===== src/rtl/branch_resolver_pkg.sv =====
// -----------------------------------------------------------------------------
// branch_resolver_pkg
// Shared types for the execute-side branch resolver and the fetch-stage
// predictor's training port.
//   bpu_pred_t       : one in-flight prediction {pc, pc_predict}
//   bpu_update_t     : predictor training write {valid, br_pc, br_taken, target}
//   resolver_state_t : resolver FSM states
//   seq_next_pc()    : fall-through PC (pc + 4, wrapping mod 2^32)
// -----------------------------------------------------------------------------
package branch_resolver_pkg;

    localparam logic [31:0] INSN_BYTES = 32'd4;

    typedef struct packed {
        logic [31:0] pc;
        logic [31:0] pc_predict;
    } bpu_pred_t;

    typedef struct packed {
        logic        valid;
        logic [31:0] br_pc;
        logic        br_taken;
        logic [31:0] target;
    } bpu_update_t;

    typedef enum logic [0:0] {
        IDLE  = 1'b0,
        FLUSH = 1'b1
    } resolver_state_t;

    // Sequential successor; the 32-bit add wraps 0xFFFFFFFC to 0.
    function automatic logic [31:0] seq_next_pc(input logic [31:0] pc);
        return pc + INSN_BYTES;
    endfunction

endpackage


===== src/rtl/branch_resolver_pred_fifo.sv =====
// -----------------------------------------------------------------------------
// pred_fifo
// Synchronous in-order FIFO of bpu_pred_t with a synchronous clear.
// Pointers carry one extra wrap bit so full and empty are distinguishable.
// Ports:
//   clk, rst      : clock, synchronous active-high reset
//   i_clear       : drop all entries (pointers to 0), wins over push/pop
//   i_push/i_data : write one entry (ignored when full)
//   i_pop         : retire the head entry (ignored when empty)
//   o_head        : oldest entry
//   o_full        : count == DEPTH
//   o_count       : number of valid entries
// -----------------------------------------------------------------------------
module pred_fifo
    import branch_resolver_pkg::*;
#(
    parameter int unsigned DEPTH = 4
) (
    input  logic                     clk,
    input  logic                     rst,
    input  logic                     i_clear,
    input  logic                     i_push,
    input  bpu_pred_t                i_data,
    input  logic                     i_pop,
    output bpu_pred_t                o_head,
    output logic                     o_full,
    output logic [$clog2(DEPTH):0]   o_count
);

    localparam int unsigned AW = $clog2(DEPTH);

    bpu_pred_t      r_mem [DEPTH];
    logic [AW:0]    r_wr_ptr;
    logic [AW:0]    r_rd_ptr;
    logic           w_do_push;
    logic           w_do_pop;

    assign o_count   = r_wr_ptr - r_rd_ptr;
    assign o_full    = (o_count == (AW+1)'(DEPTH));
    assign w_do_push = i_push & ~o_full & ~i_clear;
    assign w_do_pop  = i_pop & (o_count != {(AW+1){1'b0}}) & ~i_clear;
    assign o_head    = r_mem[r_rd_ptr[AW-1:0]];

    // Pointer update; clear and reset both return to the empty state.
    always_ff @(posedge clk) begin
        if (rst || i_clear) begin
            r_wr_ptr <= {(AW+1){1'b0}};
            r_rd_ptr <= {(AW+1){1'b0}};
        end else begin
            if (w_do_push) r_wr_ptr <= r_wr_ptr + (AW+1)'(1'b1);
            if (w_do_pop)  r_rd_ptr <= r_rd_ptr + (AW+1)'(1'b1);
        end
    end

    // Entry storage; contents are only meaningful between the pointers.
    always_ff @(posedge clk) begin
        if (w_do_push) r_mem[r_wr_ptr[AW-1:0]] <= i_data;
    end

endmodule


===== src/rtl/branch_resolver.sv =====
// -----------------------------------------------------------------------------
// branch_resolver
// Holds each fetched instruction's predicted next PC until execute resolves it,
// flushes/redirects on a wrong prediction and emits predictor training updates.
// Ports:
//   clk, rst                    : clock, synchronous active-high reset
//   f_valid/f_pc/f_pc_predict   : fetched instruction and its predicted next PC
//   e_valid/e_is_br/e_taken/e_target : resolution of the oldest instruction
//   q_full                      : prediction queue full, fetch stalls
//   flush/redirect_pc           : squash younger work, correct fetch PC
//   upd_valid/upd_pc/upd_taken/upd_target : predictor training write
//   br_count/mispred_count      : saturating performance counters
// -----------------------------------------------------------------------------
module branch_resolver
    import branch_resolver_pkg::*;
#(
    parameter int unsigned DEPTH        = 4,
    parameter int unsigned FLUSH_CYCLES = 2,
    parameter int unsigned CNT_W        = 32
) (
    input  logic              clk,
    input  logic              rst,
    input  logic              f_valid,
    input  logic [31:0]       f_pc,
    input  logic [31:0]       f_pc_predict,
    input  logic              e_valid,
    input  logic              e_is_br,
    input  logic              e_taken,
    input  logic [31:0]       e_target,
    output logic              q_full,
    output logic              flush,
    output logic [31:0]       redirect_pc,
    output logic              upd_valid,
    output logic [31:0]       upd_pc,
    output logic              upd_taken,
    output logic [31:0]       upd_target,
    output logic [CNT_W-1:0]  br_count,
    output logic [CNT_W-1:0]  mispred_count
);

    localparam int unsigned AW  = $clog2(DEPTH);
    localparam int unsigned FCW = $clog2(FLUSH_CYCLES + 1);
    localparam logic [FCW-1:0]   FC_LOAD = FCW'(FLUSH_CYCLES - 1);
    localparam logic [CNT_W-1:0] CNT_MAX = {CNT_W{1'b1}};

    resolver_state_t   r_state;
    resolver_state_t   w_state_nx;
    logic [FCW-1:0]    r_fcnt;
    logic [FCW-1:0]    w_fcnt_nx;
    logic              r_flush;
    logic [31:0]       r_redirect_pc;
    bpu_update_t       r_upd;
    logic [CNT_W-1:0]  r_br_count;
    logic [CNT_W-1:0]  r_mispred_count;

    bpu_pred_t         w_head;
    bpu_pred_t         w_fetch;
    logic              w_fifo_full;
    logic [AW:0]       w_count;
    logic              w_idle;
    logic              w_deq;
    logic              w_enq;
    logic              w_mispred;
    logic [31:0]       w_actual_pc;

    assign w_fetch     = '{pc: f_pc, pc_predict: f_pc_predict};
    assign w_idle      = (r_state == IDLE);
    assign w_deq       = e_valid & w_idle & (w_count != {(AW+1){1'b0}});
    assign w_actual_pc = (e_is_br & e_taken) ? e_target : seq_next_pc(w_head.pc);
    assign w_mispred   = w_deq & (w_actual_pc != w_head.pc_predict);
    // A fetch in the mispredict cycle is wrong-path and must not be queued.
    assign w_enq       = f_valid & w_idle & ~w_fifo_full & ~w_mispred;

    pred_fifo #(.DEPTH(DEPTH)) u_pred_fifo (
        .clk     (clk),
        .rst     (rst),
        .i_clear (w_mispred),
        .i_push  (w_enq),
        .i_data  (w_fetch),
        .i_pop   (w_deq),
        .o_head  (w_head),
        .o_full  (w_fifo_full),
        .o_count (w_count)
    );

    // Next-state logic: FLUSH lasts FLUSH_CYCLES cycles via a down-counter.
    always_comb begin
        w_state_nx = r_state;
        w_fcnt_nx  = r_fcnt;
        case (r_state)
            IDLE: begin
                if (w_mispred) begin
                    w_state_nx = FLUSH;
                    w_fcnt_nx  = FC_LOAD;
                end else begin
                    w_state_nx = IDLE;
                    w_fcnt_nx  = r_fcnt;
                end
            end
            FLUSH: begin
                if (r_fcnt == {FCW{1'b0}}) begin
                    w_state_nx = IDLE;
                    w_fcnt_nx  = {FCW{1'b0}};
                end else begin
                    w_state_nx = FLUSH;
                    w_fcnt_nx  = r_fcnt - FCW'(1'b1);
                end
            end
            default: begin
                w_state_nx = IDLE;
                w_fcnt_nx  = {FCW{1'b0}};
            end
        endcase
    end

    // State register; flush is registered alongside so it tracks FLUSH exactly.
    always_ff @(posedge clk) begin
        if (rst) begin
            r_state <= IDLE;
            r_fcnt  <= {FCW{1'b0}};
            r_flush <= 1'b0;
        end else begin
            r_state <= w_state_nx;
            r_fcnt  <= w_fcnt_nx;
            r_flush <= (w_state_nx == FLUSH);
        end
    end

    // Redirect target, predictor update and saturating counters.
    always_ff @(posedge clk) begin
        if (rst) begin
            r_redirect_pc   <= 32'd0;
            r_upd           <= '{valid: 1'b0, br_pc: 32'd0, br_taken: 1'b0, target: 32'd0};
            r_br_count      <= {CNT_W{1'b0}};
            r_mispred_count <= {CNT_W{1'b0}};
        end else begin
            if (w_mispred) r_redirect_pc <= w_actual_pc;
            r_upd.valid <= w_deq & e_is_br;
            if (w_deq && e_is_br) begin
                r_upd.br_pc    <= w_head.pc;
                r_upd.br_taken <= e_taken;
                r_upd.target   <= e_target;
                if (r_br_count != CNT_MAX) r_br_count <= r_br_count + CNT_W'(1'b1);
            end
            if (w_mispred && (r_mispred_count != CNT_MAX))
                r_mispred_count <= r_mispred_count + CNT_W'(1'b1);
        end
    end

    assign q_full        = w_idle & w_fifo_full;
    assign flush         = r_flush;
    assign redirect_pc   = r_redirect_pc;
    assign upd_valid     = r_upd.valid;
    assign upd_pc        = r_upd.br_pc;
    assign upd_taken     = r_upd.br_taken;
    assign upd_target    = r_upd.target;
    assign br_count      = r_br_count;
    assign mispred_count = r_mispred_count;

endmodule


===== config.mk =====
export PLATFORM = sky130hd
export DESIGN_NAME = branch_resolver
export DESIGN_NICKNAME = d
export VERILOG_FILES = /design/src/rtl/branch_resolver_pkg.sv /design/src/rtl/branch_resolver_pred_fifo.sv /design/src/rtl/branch_resolver.sv
export SDC_FILE = /design/constraint.sdc
export NUM_CORES = 1
export LEC_CHECK = 0
export CAP_MARGIN = 40
export CORE_MARGIN = 3
export CORE_UTILIZATION = 50
export DETAILED_ROUTE_END_ITERATION = 10
export GPL_TIMING_DRIVEN = 0
export PLACE_DENSITY = 0.77
export SYNTH_ARGS = -nofsm -noshare
export SYNTH_HDL_FRONTEND = slang
export SYNTH_SLANG_ARGS = --single-unit

===== constraint.sdc =====
create_clock -name clk -period 6.6 [get_ports clk]
set_input_delay 1.32 -clock clk [delete_from_list [all_inputs] [get_ports clk]]
set_output_delay 1.32 -clock clk [all_outputs]
set_load 0.02 [all_outputs]

==> results of run 1 <==
==> final cells by class <==
cell class / instances / area share, %
diodes: 1 / 0.0105
plain buffers: 91 / 1.89
clock buffers: 56 / 5.27
clock inverters: 28 / 1.43
inverters: 21 / 0.332
multi-input cells: 999 / 30.0
flip-flops and latches: 429 / 46.9
well taps: 468 / 2.46
repair buffers: 271 / 11.7
==> metrics by stage <==
stage          hold WS [ns]  instance area, um^2
3_3_place_gp          0.443                22000
5_1_grt               0.476                23800
6_report              0.453                23800
2_1_floorplan         0.443                18700
4_1_cts               0.453                23700
3_5_place_dp          0.442                22100
==> timing repair <==
action | CTS | global route
gates cloned | 1 | 0
setup buffers | 1 | 0
pin swaps | 1 | 0
gates resized for setup | 3 | 3
endpoints found under the setup margin | 127 | 220
==> state kept, by name, indices dropped and copies added, names as in the netlist, named ones only <==
| signal | count |
|---|---|
| upd_target | 32 |
| mispred_count | 32 |
| upd_valid | 1 |
| u_pred_fifo.r_mem | 256 |
| u_pred_fifo.r_rd_ptr | 3 |
| br_count | 32 |
| redirect_pc | 32 |
| upd_pc | 32 |
| upd_taken | 1 |
| r_fcnt | 2 |
| u_pred_fifo.r_wr_ptr | 3 |
| flush | 1 |
==> routing by layer <==
metal	up-vias	part of all wire, %
met5	-	0
met4	0	3.9
met3	111	9.2
met2	683	48
met1	6859	39
li1	6363	-
==> worst max path at each step <==
stage	to	cells after the start
after floorplan	u_pred_fifo.r_mem[3][0]$_DFFE_PP_	16
after global placement	u_pred_fifo.r_mem[3][61]$_DFFE_PP_	16
after detailed placement	u_pred_fifo.r_mem[3][61]$_DFFE_PP_	18
after CTS	u_pred_fifo.r_mem[3][15]$_DFFE_PP_	19
after global routing	u_pred_fifo.r_mem[3][15]$_DFFE_PP_	18
final	u_pred_fifo.r_mem[3][18]$_DFFE_PP_	19
==> cells by family after synthesis <==
family,count (synthesis)
and+or+nand+nor,572
DFF,429
AOI/OAI and AO/OA,210
buffers and inverters,112
muxes,110
xor gates and xnor gates,96
adders and majority gates,10
==> cells in the final DEF, fill, tap and decap left out, drive strengths merged, types with 17 or more instances in the layout <==
cell type and count:
nor2b 34, o21ai 46, nand4 32, edfxtp 256, mux2 29, mux4 64, a21oi 93, buf 41
xor2 50, clkbuf 113, nor4 17, nand2 205, nor3 38, xnor2 44, clkdlybuf4s50 264, nor2 102
or3 17, dfxtp 173, mux2i 17, and3 19, inv 24, nand3 50
==> worst min-delay path: stages, from the launching register on <==
cell and delay [ns]:
dfxtp_1 0.31, nand2_1 0.05, o21ai_1 0.05
==> power groups by stage <==
| stage | sequential, mW | clock (mW) | combinational (mW) |
|---|---|---|---|
| 3_3_place_gp | 3.12 | 0 | 0.850 |
| 3_5_place_dp | 3.12 | 0 | 0.880 |
| 2_1_floorplan | 3.15 | 0 | 0.429 |
| 6_report | 3.06 | 2.67 | 0.898 |
| 4_1_cts | 3.06 | 2.71 | 0.887 |
| 5_1_grt | 3.07 | 2.82 | 0.950 |
==> impl_metrics.json, run 1 <==
{
  "drcViolationCount": 0,
  "row_count": 70,
  "crit_family": "buffers and inverters",
  "synthTopCellsByCount": "edfxtp_1, nand2_1, dfxtp_1",
  "utilization_pct": 64.6,
  "syn_nets": 1651,
  "status": "complete, no violations",
  "whs_path_depth": 2,
  "place.gp.congestion": 0.939,
  "muxShareOfSynthArea_pct": 10.4,
  "dp_slack_ns": -0.710,
  "regArea_mm2": 0.0112,
  "crit_path_frequent_cell": "buf_2",
  "synthAdderAreaFrac_pct": 0.668,
  "setup-tns-final_ns": 0,
  "place_inst": 2277,
  "ff2ff_path_depth": 19,
  "area_growth_pct": 26.8,
  "grt_util_met1_pct": 36.7,
  "cts-buffers-inserted": 45,
  "p_leak_nw": 7.88,
  "drive_gt1_share_pct": 11.1,
  "ios": 266,
  "skew_ns": 0.0200,
  "cp_slowest_stage_delay_ns": 0.47,
  "fin_ws_ns": 0.179,
  "cp_max_fo": 24,
  "dr.pass1.iters": 6,
  "core_mm2": 0.0368,
  "fin_crit_ns": 6.42,
  "clock-root-buffer": "clkbuf_16",
  "die_y_um": 200,
  "swShare_pct": 25.5,
  "finalPower_mw": 6.63,
  "ys_async_sr_fraction_pct": 0,
  "drv_slew": 0,
  "syn_avg_cell_area_um2": 12.2,
  "min_path_type": "reg -> reg",
  "final-hold-violation-count": 0,
  "p_int_mw": 4.94,
  "synth_top_family_by_area": "simple AND/OR/NAND/NOR gates",
  "grt_pass1_vias": 13616,
  "grt_util_met3_pct": 5.43,
  "critPathLaunchType": "flop",
  "postCtsHoldBufs": 0,
  "synth_compound_area_share_pct": 6.86,
  "cp-end-kind": "flop",
  "synth_top_area_share_pct": 41.0,
  "yosysSeqAreaShare_pct": 59.5,
  "yosysMostFrequentCell": "edfxtp_1",
  "maxCapViolCount": 0,
  "synth_xor_xnor_area_share_pct": 4.64,
  "synth.distinct_cells": 81,
  "grt_pass1_wl_um": 83000,
  "p_clk_share_pct": 40.3,
  "arrival_ns": 6.69,
  "p_sw_mw": 1.69,
  "pwr-share-seq_pct": 46.2,
  "cellPowerDensity_mw_per_mm2": 279,
  "port_buffers": 264,
  "synthTopCellsByArea": "edfxtp_1, dfxtp_1, mux4_2, nand2_1, a21oi_1",
  "ys_dominant_reg_cell": "edfxtp_1",
  "syn-cell-area_mm2": 0.0187,
  "antenna_found_initial": 1,
  "clockBufferDepth": 3,
  "die_width_um": 200,
  "period_share_pct": 97.3,
  "max-slew-margin-rel_pct": 36.7,
  "ys_warn_count": 0,
  "finalSetupViolCount": 0,
  "met2_usage_pct": 46.5,
  "first_iter_violations": 1217,
  "worstPathCellList": "buf_2 > buf_2 > mux4_2 > ha_1 > nand2_1 > o22ai_2 > nand4_1 > buf_2 > or3_1 > a31oi_1 > xnor2_1 > o2111ai_1 > nor4_4 > buf_2 > nor2_1 > clkbuf_1 > nor2_4 > buf_12 > buf_12",
  "die-area_mm2": 0.0398,
  "worst_ep_required_time_ns": 6.86,
  "layout.cells.non_filler": 2364,
  "clk_latency_ns": 0.58,
  "slowest_stage": "nand4_1",
  "routed_wl_um": 56600,
  "synthCells": 1539,
  "ys_seq_elements": 429,
  "peakVddDrop_v": 0.000259,
  "overflow": 0,
  "fill_cells": 2815,
  "cts_htree_levels": 2,
  "pwr-share-comb_pct": 13.5,
  "reg2reg_slack_ns": 0.18,
  "cts_tree": "built",
  "ant_nets": 0,
  "dpl.hpwl_um": 41800,
  "num_vias": 14016,
  "whs_endpoint": "redirect_pc[30]$_SDFFE_PP0P_",
  "clock.fmax_mhz": 156,
  "critPathBufInv": 7,
  "grt_max_degree": 53,
  "worstSetupPathType": "reg -> reg",
  "grt_usage_pct": 28.0,
  "nNetsFinal": 1970,
  "synthSimpleGateAreaFrac_pct": 15.1,
  "rsz0062_at_grt": "no",
  "cts.sinks": 429,
  "vias_per_cell": 5.93,
  "worst_pin_slew_ns": 0.942,
  "grt_busiest_layer": "met2",
  "holdCritStartpoint": "redirect_pc[30]$_SDFFE_PP0P_",
  "wl_per_cell_um": 23.9,
  "clk_pin_slew_ns": 0.07,
  "synth_edf_count": 256,
  "worstReg2RegEnd": "u_pred_fifo.r_mem[3][18]$_DFFE_PP_",
  "multi_input_area_mm2": 0.00712,
  "yosysTopAreaCell": "edfxtp_1",
  "initial_core_util_pct": 50.9
}
Power figures use the tool's default switching activity.
==> run 2: changes to the inputs <==
- CTS_CLUSTER_DIAMETER: not set -> 120
==> results of run 2 <==
Final layout, timing and power as in run 1 (identical DEF).
==> run 3: changes to the inputs <==
- SLEW_MARGIN: not set -> 0
==> results of run 3 <==
Final layout, timing and power as in run 1 (identical DEF).
